===== src/rtl/spi_ram_ctrl.sv =====
// spi_ram_ctrl: command-decoding single-port RAM stage behind an SPI slave.
// Decodes 10-bit command words (opcode in [9:8], payload in [7:0]) into
// write-address, write-data, read-address and read-data commands, and returns
// read bytes on tx_data/tx_valid held for TX_HOLD cycles.
// Ports:
//   clk       system clock, rising edge
//   rst       synchronous active-high reset
//   rx_data   command word from SPI slave
//   rx_valid  command-word valid (level; only its rising edge is accepted)
//   tx_data   read byte to SPI slave
//   tx_valid  tx_data valid, high TX_HOLD cycles per read
//   busy      high while a read is being fetched or held
//   tx_drop   one-cycle pulse when a read-data command is ignored
module spi_ram_ctrl #(
  parameter int unsigned ADDR_SIZE = 8,
  parameter int unsigned TX_HOLD   = 8,
  parameter int unsigned AUTO_INC  = 0
) (
  input  logic       clk,
  input  logic       rst,
  input  logic [9:0] rx_data,
  input  logic       rx_valid,
  output logic [7:0] tx_data,
  output logic       tx_valid,
  output logic       busy,
  output logic       tx_drop
);

  localparam int unsigned DEPTH = 1 << ADDR_SIZE;
  localparam int unsigned CNT_W = 4;

  localparam logic [1:0] OP_WR_ADDR = 2'b00;
  localparam logic [1:0] OP_WR_DATA = 2'b01;
  localparam logic [1:0] OP_RD_ADDR = 2'b10;
  localparam logic [1:0] OP_RD_DATA = 2'b11;

  typedef enum logic [1:0] {
    S_IDLE     = 2'd0,
    S_RD_FETCH = 2'd1,
    S_TX_HOLD  = 2'd2
  } state_t;

  state_t               state;
  state_t               state_nxt;
  logic [7:0]           mem [DEPTH];
  logic [7:0]           fetch;
  logic [ADDR_SIZE-1:0] wr_addr;
  logic [ADDR_SIZE-1:0] rd_addr;
  logic [CNT_W-1:0]     hold_cnt;
  logic                 rx_valid_d;
  logic                 rx_armed;

  logic                 accept_c;
  logic                 start_rd_c;
  logic                 drop_rd_c;
  logic [1:0]           opcode_c;
  logic [ADDR_SIZE-1:0] payload_c;

  // Command decode; rx_armed blocks a level that was already high through reset
  always_comb begin
    opcode_c   = rx_data[9:8];
    payload_c  = rx_data[ADDR_SIZE-1:0];
    accept_c   = rx_valid & ~rx_valid_d & rx_armed & ~rst;
    start_rd_c = accept_c && (opcode_c == OP_RD_DATA) && (state == S_IDLE);
    drop_rd_c  = accept_c && (opcode_c == OP_RD_DATA) && (state != S_IDLE);
  end

  // State register
  always_ff @(posedge clk) begin
    if (rst) state <= S_IDLE;
    else     state <= state_nxt;
  end

  // Next-state logic
  always_comb begin
    state_nxt = state;
    case (state)
      S_IDLE:     if (start_rd_c) state_nxt = S_RD_FETCH;
      S_RD_FETCH: state_nxt = S_TX_HOLD;
      S_TX_HOLD:  if (hold_cnt == '0) state_nxt = S_IDLE;
      default:    state_nxt = S_IDLE;
    endcase
  end

  // FSM outputs
  always_comb begin
    busy = 1'b0;
    busy = (state != S_IDLE);
  end

  // Memory array and fetch register; contents are not reset
  always_ff @(posedge clk) begin
    if (accept_c && (opcode_c == OP_WR_DATA)) mem[wr_addr] <= rx_data[7:0];
    if (start_rd_c) fetch <= mem[rd_addr];
  end

  // Address registers, edge detect, hold counter and registered outputs
  always_ff @(posedge clk) begin
    if (rst) begin
      tx_data    <= '0;
      tx_valid   <= 1'b0;
      tx_drop    <= 1'b0;
      wr_addr    <= '0;
      rd_addr    <= '0;
      hold_cnt   <= '0;
      rx_valid_d <= 1'b0;
      rx_armed   <= ~rx_valid;
    end else begin
      rx_valid_d <= rx_valid;
      if (!rx_valid) rx_armed <= 1'b1;
      tx_drop <= drop_rd_c;

      if (accept_c) begin
        case (opcode_c)
          OP_WR_ADDR: wr_addr <= payload_c;
          OP_WR_DATA: if (AUTO_INC != 0) wr_addr <= wr_addr + ADDR_SIZE'(1);
          OP_RD_ADDR: rd_addr <= payload_c;
          default: ;
        endcase
      end

      case (state)
        S_RD_FETCH: begin
          tx_data  <= fetch;
          tx_valid <= 1'b1;
          hold_cnt <= CNT_W'(TX_HOLD - 1);
        end
        S_TX_HOLD: begin
          if (hold_cnt == '0) tx_valid <= 1'b0;
          else                hold_cnt <= hold_cnt - CNT_W'(1);
        end
        default: ;
      endcase
    end
  end

endmodule


===== config.mk =====
export PLATFORM = sky130hd
export DESIGN_NAME = spi_ram_ctrl
export DESIGN_NICKNAME = d
export VERILOG_FILES = /design/src/rtl/spi_ram_ctrl.sv
export SDC_FILE = /design/constraint.sdc
export NUM_CORES = 2
export LEC_CHECK = 0
export ABC_CLOCK_PERIOD_IN_PS = 3400
export CORE_ASPECT_RATIO = 2
export CORE_MARGIN = 8
export CORE_UTILIZATION = 30
export DETAILED_ROUTE_END_ITERATION = 12
export SYNTH_ARGS = -nofsm -noshare
export SYNTH_HDL_FRONTEND = slang
export SYNTH_SLANG_ARGS = --single-unit

===== constraint.sdc =====
create_clock -name clk -period 3.4 [get_ports clk]
set_input_delay 0.34 -clock clk [delete_from_list [all_inputs] [get_ports clk]]
set_output_delay 0.34 -clock clk [all_outputs]
set_load 0.1 [all_outputs]

Word-level counts from Yosys, hierarchy flattened
Memories as Yosys holds them, arrays and structs flattened. A register that Yosys moved wholly into a read port is not among the register bits.
Index checks and enable logic that the tools add are counted.

storage, ports and cells
  register bits = 34
  memory bits (writable) = 2048
  input port bits = 13
  output and inout port bits = 11
  word-level logic and storage cells = 51
  memories kept = 1

memory list
  memory  depth  bits a word  read ports  clocked after memory_dff  wr ports  RTL line  RTL
  mem     256    8            1           1                         1         45        logic [7:0] mem [DEPTH];

cells by class
  add/subtract/negate cells = 1
  equality and inequality tests = 9
  muxes and demuxes = 11
  bitwise gates (word level) = 6
  reductions and logical operators = 14

operators with widths
  cell                                                                    number
  2-bit AND reduction                                                     5
  2-bit inequality test (second input constant)                           4
  4-bit case mux with 2 select lines                                      1
  2-bit equality test (second input constant)                             3
  2-bit case mux with 3 select lines                                      1
  1-bit two-way mux                                                       5
  2-bit by 1-bit equality test with 1-bit output (second input constant)  2
  1-bit logical AND                                                       4
  2-bit logical NOT                                                       2
  4-bit logical NOT                                                       1
  2-bit two-way mux                                                       2
  4-bit two-way mux                                                       1
  2-bit nonzero test                                                      2
  4-bit by 1-bit subtractor with 4-bit output (second input constant)     1
  1-bit AND                                                               3
  1-bit NOT                                                               3
  1-bit case mux with 2 select lines                                      1

Longest topological paths before layout
  depth after elaboration = 8
  mapped depth = 13
  depth with buffers taken out = 7

Worst setup path before layout
Ideal clock, no wire load.

  path type = input port to flip-flop
  from = input port rx_valid
  to = memory mem[221][0] (enable)
  library setup time = 0.370 ns
  data arrival time = 2.116 ns
  slack = 0.913 ns
  stages = 6
  buffers on the path = 1
  cell sequence = nor2b_1 nand4b_1 nor4b_1 nand3_1 clkbuf_1 nor2_1

between the ends
  longest elaborated chain between the ends = 6

RTL lines
  item                                     RTL line  RTL
  from (decl)                              22        input logic rx_valid,
  1-bit AND (3 in a row)                   63        accept_c = rx_valid & ~rx_valid_d & rx_armed & ~rst;
  1-bit logical AND                        93        if (accept_c && (opcode_c == OP_WR_DATA)) mem[wr_addr] <= rx_data[7:0];
  1-bit two-way mux                        93
  1-bit two-way mux (implied by the code)  93
  to (decl)                                45

Every way passes these cells.

==> flow_metrics.env <==
export IMPL_outcome="finished, final reports clean"
export IMPL_chipHeight_um=751
export IMPL_timing_critical_path_arrival_ns=3.94
export IMPL_groute_usage_overall=0.138
export IMPL_cts_tree="yes"
export IMPL_delay_contributed_by_the_slowest_stage_of_the_critical_path_ns=0.77
export IMPL_seq_area_frac_synth=0.771
export IMPL_design_die_area_um2=288000
export IMPL_cts_buffer_depth=3
export IMPL_first_global_vias=41542
export IMPL_synth_async_sr_flop_share=0
export IMPL_fillers=24537
export IMPL_timing_final_crit_period_ns=3.30
export IMPL_timing_hold_worst_start="rx_data[3]"
export IMPL_cp_common_cell="sky130_fd_sc_hd__buf_4"
export IMPL_synth_fp_nets=3809
export IMPL_area_growth_synth_to_final_pct=17.5
export IMPL_synth_enable_flop_cells=2057
export IMPL_ys_ff_latch=2090
export IMPL_synth_largest_area_cell="sky130_fd_sc_hd__edfxtp_1"
export IMPL_number_of_post_cts_setup_repair_buffers=0
export IMPL_wl_met2_um=98000
export IMPL_cp_max_fo=34
export IMPL_clock_sink_count=2090
export IMPL_detail_route_antenna_nets=0
export IMPL_critical_path_startpoint_type="flop"
export IMPL_leakage_power_summed_over_all_cells_nw=29.0
export IMPL_report_power_total_mw=51.2
export IMPL_cp_data_required_time_ns=4.04
export IMPL_drt_drc_violations_left=0
export IMPL_routedLengthMet1_um=84000
export IMPL_clock_insertion_delay_at_the_later_pin_of_the_skew_report_ns=0.83
export IMPL_post_synth_num_cell_types=62
export IMPL_maxSlewViolCount=0
export IMPL_worstReg2RegStart="rd_addr[2]"
export IMPL_met3RoutedLength_um=13800
export IMPL_post_synth_instance_area_um2=80900
export IMPL_holdBufCountCts=0
export IMPL_worst_setup_hold_path_clk_slew_ns=0.07
export IMPL_ioPinCount=24
export IMPL_worst_setup_path_startpoint="rd_addr[2]"
export IMPL_dominantRegCellSynth="sky130_fd_sc_hd__edfxtp_1"
export IMPL_dp_hpwl_um=130000
export IMPL_gp_congestion=0.837
export IMPL_cts_htree_levels=4
export IMPL_synth_largest_type_area_fraction=0.763
export IMPL_final_nets=4311
export IMPL_critical_path_buf_inv_count=2
export IMPL_worst_pin_slew_ns=0.987
export IMPL_syn_inst=3795
export IMPL_global_route_overflow_total=0
export IMPL_post_route_util=0.353
export IMPL_synth_yosys_warnings=0
export IMPL_fin_setup_tns_ns=0
export IMPL_topRoutingLayerUsed="met4"
export IMPL_routed_via_density=5.07
export IMPL_grt_antenna_before_repair=2
export IMPL_initial_utilization=0.301
export IMPL_detailed_place_area_um2=88700
export IMPL_slew_headroom=0.338
export IMPL_grt_start_max_net_pins=117
export IMPL_avg_inst_size_synth_um2=21.3
export IMPL_num_rows=270
export IMPL_criticalPathCategory="flop to flop"
export IMPL_setup_viol=0
export IMPL_avgRoutedWirePerCell_um=25.5
export IMPL_floorplan_core_area_um2=269000
export IMPL_layout_worst_path_cycle_share=0.969
export IMPL_clockRootBuffer="sky130_fd_sc_hd__clkbuf_16"
export IMPL_grt_pass1_wl_um=297000
export IMPL_critical_path_slowest_cell="sky130_fd_sc_hd__dfxtp_4"
export IMPL_pwr_density_cell_nw_per_um2=538
export IMPL_setup_worst_path_end_class="flop"
export IMPL_hold_crit_class="primary input to flop"
export IMPL_whs_ns=0.104
export IMPL_drv_cap=0
export IMPL_routed_wl_um=204000
export IMPL_critPathTopFamily="compound AO/OA/AOI/OAI gates"
export IMPL_portbufs=23
export IMPL_hold_violations=0
export IMPL_routed_via_count=40512
export IMPL_synth_area_top_cells="sky130_fd_sc_hd__edfxtp_1, sky130_fd_sc_hd__mux4_2, sky130_fd_sc_hd__mux2i_1"
export IMPL_tritoncts_num_buffers=189
export IMPL_dr_pass1_iters=6
export IMPL_max_clock_freq_mhz=303
export IMPL_fin_area_um2=95100
export IMPL_dieWidth_um=383
export IMPL_clock_skew_final_ns=0.0282
export IMPL_vdd_ir_drop_max_mv=0.414
export IMPL_detailedRoute_firstIterationViolations=4189
export IMPL_final_layout_size_suffix_gt1_frac=0.298
export IMPL_timing_critical_path_cells="nand2_2, buf_4, buf_4, o221ai_1, a21oi_1, o31ai_1, o32ai_1, a211oi_1"
-- cells in the final DEF, fill, tap and decap left out, types with 5 or more instances in the layout --
master,count
sky130_fd_sc_hd__o211a_1,5
sky130_fd_sc_hd__clkdlybuf4s50_1,15
sky130_fd_sc_hd__o211ai_1,5
sky130_fd_sc_hd__nand2b_1,6
sky130_fd_sc_hd__clkbuf_1,33
sky130_fd_sc_hd__o221ai_1,43
sky130_fd_sc_hd__a22o_1,33
sky130_fd_sc_hd__o31ai_1,5
sky130_fd_sc_hd__nand2_1,86
sky130_fd_sc_hd__a222oi_1,5
sky130_fd_sc_hd__a211oi_1,32
sky130_fd_sc_hd__mux2i_1,153
sky130_fd_sc_hd__clkinv_4,6
sky130_fd_sc_hd__o22ai_1,38
sky130_fd_sc_hd__mux4_2,471
sky130_fd_sc_hd__a211oi_2,5
sky130_fd_sc_hd__o2bb2ai_1,6
sky130_fd_sc_hd__nor4_1,5
sky130_fd_sc_hd__clkbuf_8,14
sky130_fd_sc_hd__inv_1,8
sky130_fd_sc_hd__clkinvlp_4,10
sky130_fd_sc_hd__bufinv_16,23
sky130_fd_sc_hd__edfxtp_1,2057
sky130_fd_sc_hd__a21oi_1,51
sky130_fd_sc_hd__nor3_1,12
sky130_fd_sc_hd__a31oi_1,6
sky130_fd_sc_hd__a221oi_1,43
sky130_fd_sc_hd__clkinv_2,36
sky130_fd_sc_hd__buf_12,46
sky130_fd_sc_hd__nor2_1,290
sky130_fd_sc_hd__a22oi_1,28
sky130_fd_sc_hd__o21ai_0,20
sky130_fd_sc_hd__a32oi_1,7
sky130_fd_sc_hd__clkbuf_16,197
sky130_fd_sc_hd__dfxtp_1,29
sky130_fd_sc_hd__buf_4,465
sky130_fd_sc_hd__nand3_1,20
sky130_fd_sc_hd__nor2b_1,14
sky130_fd_sc_hd__mux2_2,21
sky130_fd_sc_hd__clkinv_1,33
-- power breakdown --
| part | leakage (nW) | total (mW) | internal, mW | switching, mW |
|---|---|---|---|---|
| Combinational | 7.13 | 1.04 | 0.298 | 0.744 |
| Clock | 3.13 | 21.9 | 12.5 | 9.36 |
| Sequential | 18.8 | 28.3 | 28.3 | 0.0152 |
-- cell usage after synthesis, drive strengths merged, types with 5 or more instances --
| library cell | count |
|---|---|
| nor2 | 292 |
| nor4 | 6 |
| o2bb2ai | 6 |
| mux2i | 153 |
| inv | 10 |
| nor3 | 13 |
| o22ai | 38 |
| o221ai | 43 |
| a222oi | 5 |
| nand2 | 87 |
| nor2b | 18 |
| o21ai | 22 |
| mux2 | 21 |
| a32oi | 7 |
| o211ai | 5 |
| mux4 | 471 |
| a211oi | 37 |
| a22oi | 28 |
| a31oi | 6 |
| a221oi | 46 |
| a22o | 33 |
| nand2b | 7 |
| o31ai | 5 |
| buf | 130 |
| edfxtp | 2057 |
| dfxtp | 33 |
| nand3 | 20 |
| o211a | 5 |
| clkbuf | 95 |
| a21oi | 52 |
-- stage by stage --
step                      setup WS [ns]  instances
after detailed placement         -0.334       7643
after global routing            -0.0496       7995
after global placement           -0.344       7643
final                             0.105       7996
after floorplan                   0.913       3795
after CTS                       0.00244       7996
-- path summary, 6_finish.rpt --
check,to,slack [ns],depth (start not counted)
max,fetch[2],0.10,8
min,mem[202][3],0.10,1
max reg2reg,fetch[2],0.10,8
min reg2reg,tx_data[6],0.45,2
-- flip-flops by register name, indices dropped and copies added (netlist names) --
signal      cells
mem          2048
fetch           8
tx_drop         1
rx_valid_d      1
rd_addr         8
tx_valid        1
tx_data         8
rx_armed        1
state           2
wr_addr         8
hold_cnt        4
-- routing by layer --
| layer | global-route usage | vias to the layer above |
|---|---|---|
| li1 | - | 16923 |
| met5 | 0 | - |
| met2 | 0.226 | 1636 |
| met3 | 0.0203 | 335 |
| met1 | 0.188 | 21618 |
| met4 | 0.0496 | 0 |
-- area by class of cell --
cell class | instances | area, um2 | share of cell area
Antenna cell | 1 | 2.50 | 0.0000263
Clock buffer | 236 | 5140 | 0.0540
Clock inverter | 117 | 1280 | 0.0135
Inverter | 11 | 41.3 | 0.000434
Multi-Input combinational cell | 1469 | 17100 | 0.180
Sequential cell | 2090 | 62400 | 0.656
Tap cell | 3536 | 4420 | 0.0465
Timing Repair Buffer | 536 | 4710 | 0.0495
-- kinds of logic (layout without fill, tap and decap cells) --
group,after synthesis,after routing,share of synthesized area
multiplexers,645,645,0.153
adder cells (fa/ha/maj),1,1,0.000155
flip-flops,2090,2090,0.771
XOR/XNOR,2,2,0.000216
AND/OR/NAND/NOR,468,468,0.0245
buffers and inverters,236,900,0.0183
AO/OA/AOI/OAI,353,353,0.0326
other,0,1,0
-- what timing repair did --
action	in CTS	in global routing
setup endpoints to repair	2	7
pin swaps	0	1
gates resized for setup	3	8
No activity file was read; power rests on OpenSTA's default activity.
